$ cat src/rtl/rca_fault_sequencer.sv
// Pattern sequencer for the fault-tolerant 4-bit RCA: drives table operands, compares the adder's
// per-stage sum/carry against a golden ripple model and reports registered per-bit fault flags.
module rca_fault_sequencer #(
  parameter int NUM_PAT = 8,
  parameter int SETTLE  = 2,
  parameter int LOOP    = 0
) (
  input  logic       clk,
  input  logic       clr,
  input  logic       start,
  input  logic       hold,
  input  logic [3:0] dut_s,
  input  logic [3:0] dut_c,
  output logic [3:0] pat_a,
  output logic [3:0] pat_b,
  output logic       pat_cin,
  output logic [2:0] lut_i,
  output logic [3:0] sf,
  output logic [3:0] cf,
  output logic       flag_vld,
  output logic       busy,
  output logic       done,
  output logic       fault_any
);

  localparam int            CW        = (SETTLE > 1) ? $clog2(SETTLE) : 1;
  localparam logic [CW-1:0] WAIT_LAST = CW'(SETTLE - 1);
  localparam logic [2:0]    IDX_LAST  = 3'(NUM_PAT - 1);

  typedef enum logic [1:0] {S_IDLE, S_DRIVE, S_CHECK, S_DONE} state_t;

  state_t        r_state;
  state_t        w_state_next;
  logic [CW-1:0] r_wait;
  logic [2:0]    r_idx;
  logic [3:0]    r_sf;
  logic [3:0]    r_cf;
  logic          r_flag_pend;
  logic          r_fault_any;

  logic [3:0] w_a;
  logic [3:0] w_b;
  logic       w_cin;
  logic [7:0] w_gold;
  logic [3:0] w_sf;
  logic [3:0] w_cf;
  logic       w_last;
  logic       w_settled;

  function automatic logic [8:0] pat_entry(input logic [2:0] idx);
    case (idx)
      3'd0:    return {4'b0000, 4'b0000, 1'b0};
      3'd1:    return {4'b1111, 4'b0000, 1'b1};
      3'd2:    return {4'b1111, 4'b1111, 1'b0};
      3'd3:    return {4'b1010, 4'b0101, 1'b0};
      3'd4:    return {4'b0101, 4'b1010, 1'b1};
      3'd5:    return {4'b1111, 4'b0001, 1'b0};
      3'd6:    return {4'b0000, 4'b1111, 1'b1};
      default: return {4'b1100, 4'b0011, 1'b0};
    endcase
  endfunction

  // Returns {carry-out per stage, sum per stage}.
  function automatic logic [7:0] golden(input logic [3:0] a, input logic [3:0] b, input logic cin);
    logic [3:0] s;
    logic [3:0] c;
    logic       k;
    k = cin;
    for (int i = 0; i < 4; i++) begin
      s[i] = a[i] ^ b[i] ^ k;
      c[i] = (a[i] & b[i]) | (a[i] & k) | (b[i] & k);
      k    = c[i];
    end
    return {c, s};
  endfunction

  assign {w_a, w_b, w_cin} = pat_entry(r_idx);
  assign w_gold    = golden(w_a, w_b, w_cin);
  assign w_sf      = dut_s ^ w_gold[3:0];
  assign w_cf      = dut_c ^ w_gold[7:4];
  assign w_last    = (r_idx == IDX_LAST);
  assign w_settled = (r_wait == WAIT_LAST);

  always_ff @(posedge clk) begin
    if (clr) r_state <= S_IDLE;
    else     r_state <= w_state_next;
  end

  always_comb begin
    w_state_next = r_state;
    if (!hold) begin
      case (r_state)
        S_IDLE:  if (start) w_state_next = S_DRIVE;
        S_DRIVE: if (w_settled) w_state_next = S_CHECK;
        S_CHECK: w_state_next = (!w_last || LOOP != 0) ? S_DRIVE : S_DONE;
        default: w_state_next = S_IDLE;
      endcase
    end
  end

  // A strobe set on a check edge stays pending until an edge with hold low retires it.
  always_ff @(posedge clk) begin
    if (clr) begin
      r_wait      <= '0;
      r_idx       <= '0;
      r_sf        <= '0;
      r_cf        <= '0;
      r_flag_pend <= 1'b0;
      r_fault_any <= 1'b0;
    end else if (!hold) begin
      r_flag_pend <= 1'b0;
      case (r_state)
        S_IDLE: begin
          if (start) begin
            r_idx       <= '0;
            r_wait      <= '0;
            r_fault_any <= 1'b0;
          end
        end
        S_DRIVE: r_wait <= w_settled ? '0 : r_wait + 1'b1;
        S_CHECK: begin
          r_sf        <= w_sf;
          r_cf        <= w_cf;
          r_flag_pend <= 1'b1;
          r_fault_any <= r_fault_any | (|(w_sf | w_cf));
          if (!w_last)       r_idx <= r_idx + 3'd1;
          else if (LOOP != 0) r_idx <= '0;
        end
        default: ;
      endcase
    end
  end

  assign busy      = (r_state != S_IDLE);
  assign pat_a     = busy ? w_a : 4'd0;
  assign pat_b     = busy ? w_b : 4'd0;
  assign pat_cin   = busy & w_cin;
  assign lut_i     = busy ? r_idx : 3'd0;
  assign sf        = r_sf;
  assign cf        = r_cf;
  assign fault_any = r_fault_any;
  assign flag_vld  = r_flag_pend & ~hold;
  assign done      = (r_state == S_DONE) & ~hold;

endmodule

$ cat config.mk
export PLATFORM = sky130hd
export DESIGN_NAME = rca_fault_sequencer
export DESIGN_NICKNAME = d
export VERILOG_FILES = /design/src/rtl/rca_fault_sequencer.sv
export SDC_FILE = /design/constraint.sdc
export NUM_CORES = 1
export LEC_CHECK = 0
export BUFFER_PORTS_ARGS = -buffer_cell sky130_fd_sc_hd__clkbuf_2
export CAP_MARGIN = 15
export CELL_PAD_IN_SITES_DETAIL_PLACEMENT = 0
export CELL_PAD_IN_SITES_GLOBAL_PLACEMENT = 2
export CORE_ASPECT_RATIO = 1.75
export CORE_MARGIN = 2
export CORE_UTILIZATION = 30
export CTS_BUF_LIST = sky130_fd_sc_hd__clkbuf_16
export DETAILED_ROUTE_END_ITERATION = 7
export HOLD_SLACK_MARGIN = 0.1
export PLACE_DENSITY = 0.91
export SLEW_MARGIN = 20
export SYNTH_ARGS = -nofsm -noshare
export SYNTH_HDL_FRONTEND = slang
export SYNTH_SLANG_ARGS = --single-unit
$ cat constraint.sdc
create_clock -name clk -period 9.9 [get_ports clk]
set_clock_uncertainty 0.1 [all_clocks]
set_input_delay 1.98 -clock clk [delete_from_list [all_inputs] [get_ports clk]]
set_output_delay 1.98 -clock clk [all_outputs]
set_load 0.05 [all_outputs]
==> results.py <==
metrics = {
    "sta": {
        "worst_pin_slew_ps": 719,
        "fin_crit_sh_pct": 48.4,
        "tns_ps": 0,
        "rsz0062_at_grt": "false",
        "timing.final.ws_setup_ps": 5110,
        "drv_slew": 0,
        "max-slew-margin-rel_pct": 51.9,
        "finalHoldViolations": 0,
        "post-route-min-period_ps": 4790,
        "max_freq_mhz": 209,
        "setup_viol": 0,
    },
    "global_route": {
        "grt_pass1_wl_um": 4480,
        "gr-total-overflow": 0,
        "grt_usage_pct": 13.3,
        "antenna_found_initial": 0,
        "grt_pass1_vias": 1008,
        "grt_start_max_net_pins": 17,
    },
    "synthesis": {
        "synthesis.nets": 168,
        "synthCells": 145,
        "syn_area_um2": 1150,
        "synth-edff-count": 0,
        "synthMuxAreaShare_pct": 3.59,
        "avgSynthCellArea_um2": 7.92,
        "yosysUniqueCellTypes": 34,
        "async_flop_share_pct": 0,
        "yosysWarnings": 0,
        "synth_seq_cells": 16,
        "synth_ff_type": "dfxtp_1",
        "synth_compound_area_share_pct": 21.0,
        "synth_top_family_by_area": "simple AND/OR/NAND/NOR gates",
        "synth_xor_area_share_pct": 6.10,
        "ys_seq_area_share_pct": 27.9,
        "synth-simple-area-share_pct": 23.1,
        "synthAdderAreaFrac_pct": 13.3,
    },
    "cts": {
        "cts_setup_buffers": 0,
        "cts_resized": 0,
        "cts-root-buf": "clkbuf_16",
        "clk_latency_ps": 250,
        "cts_tree": "yes",
        "cts_buffer_depth": 2,
        "cts.hold.buffers_added": 0,
        "cts_sinks": 16,
        "htreeDepth": 1,
        "cts.clk_slew.worst_paths_ps": 50,
        "cts_made_buffers": 3,
    },
    "detailed_routing": {
        "routed_via_density": 4.83,
        "ant_nets": 0,
        "wl_per_cell_um": 12.0,
        "vias": 1081,
        "drc": 0,
        "dr.first_iter.drc_count": 17,
        "drt-total-wl_um": 2690,
        "drt-pass1-iter-count": 4,
    },
    "finish": {
        "fin_cells": 224,
        "final_common_cell": "clkbuf_2",
        "area_delta_synth_final_pct": 24.4,
        "finalNetCount": 202,
        "final_cell_mix": "clkbuf_2 (35), nor2_1 (28), a21oi_1 (17)",
        "layout-drive-gt1-share_pct": 24.2,
        "nFillCells": 402,
        "antenna_cells": 0,
    },
    "worst_setup_path": {
        "path_cells": "clkbuf_2 > nor2b_1 > and2_1 > clkbuf_2",
        "cp_slowest_cell": "clkbuf_2",
        "crit_top_cell": "clkbuf_2",
        "rr_endpoint": "fault_any",
        "critPathArrivalTime_ps": 2710,
        "r2r-start": "r_idx[2]",
        "crit_type": "in2out",
        "slowest_delay_ps": 260,
        "rr_worst_depth": 11,
        "crit_fanout": 8,
        "endpoint_kind": "output port",
        "r2r_setup_slack_ps": 5950,
        "startpoint_type": "input pin",
        "crit_required_ps": 7820,
    },
    "placed_design": {
        "place_inst": 220,
        "hpwl_um": 2170,
        "port_buffers": 35,
        "dp_slack_ps": 5100,
        "gp_congestion": 0.795,
    },
    "run": {
        "maxCapViolations": 0,
    },
    "floorplan": {
        "dieArea_um2": 4360,
        "die_w_um": 50.8,
        "io_pins": 36,
        "core_um2": 3660,
        "die_h_um": 85.9,
        "start_util_pct": 31.3,
        "num_rows": 29,
    },
    "pwr": {
        "power_density_nw_per_um2": 110,
        "irDropWorstVdd_v": 0.0000886,
        "leakagePower_nw": 0.621,
    },
    "worst_hold_path": {
        "min_to": "cf[2]",
        "hp-class": "reg2reg",
        "whs_path_depth": 2,
        "worst_hold_startpoint": "cf[2]",
    },
    "outcome": {
        "status": "finished clean",
    },
}
## worst max path at each step
stage | depth (start not counted) | from | endpoint | slack, ps
after floorplan | 1 | hold | flag_vld | 5150
after global placement | 4 | hold | done | 5130
after detailed placement | 4 | hold | done | 5100
after CTS | 4 | hold | done | 5100
after global routing | 4 | hold | done | 5030
final | 4 | hold | done | 5110
## layout make-up
cell class	instances	area (um2)	area share (%)
inverter	7	26.3	1.84
timing repair buffer	35	175	12.3
multi-input combinational	116	771	53.9
tap	46	57.6	4.03
sequential	16	320	22.4
clock buffer	3	75.1	5.25
clock inverter	1	3.75	0.263
## cells in the mapped netlist (all sizes together) (3+ instances only)
cell	count	area (um2)
ha	9	113
nor2b	6	37.5
xnor2	6	52.6
and2	3	18.8
clkbuf	4	15.0
mux2i	3	30.0
o21ai	5	25.0
nand2	11	41.3
nor2	29	125
a21oi	17	85.1
a211oi	5	42.5
inv	7	26.3
dfxtp	16	320
## through the flow
stage	utilization [%]	cell area [um2]	hold WS [ps]	power [mW]
floorplan	-	1150	332	0.0753
global placement	36.8	1350	344	0.0799
detailed placement	36.8	1350	353	0.0799
CTS	39.0	1430	360	0.158
global route	39.0	1430	386	0.163
finish	39.0	1430	355	0.157
## routing by layer
metal  track usage (%)  up-vias  routed length [um]
met2              23.7       30                1330
met3              1.74        7                 123
met1              15.2      484                1160
li1                  -      560                   -
met5                 0        -                   0
met4              6.63        0                  77
## power breakdown
part | switching (mW) | total, mW | internal [mW]
clock network | 0.0248 | 0.0783 | 0.0536
registers | 0.000647 | 0.0658 | 0.0651
logic | 0.00830 | 0.0129 | 0.00455
total | 0.0337 | 0.157 | 0.123
## registers in the layout (all words and copies together) (netlist names)
| signal | count |
|---|---|
| cf | 4 |
| fault_any | 1 |
| r_flag_pend | 1 |
| r_idx | 3 |
| r_state | 2 |
| r_wait | 1 |
| sf | 4 |
## worst max-delay path, delay by kind of cell
kind                   cells  cell delay [ps]
and+or+nand+nor            2              320
buffers and inverters      2              400
## kinds of logic (layout without fill, tap and decap cells)
group / Yosys count / after routing
flops: 16 / 16
simple gates: 56 / 56
buf+inv: 13 / 46
fa+ha+maj: 11 / 11
xor+xnor: 8 / 8
compound gates: 37 / 37
mux: 4 / 4
(Power assumes the default switching activity.)
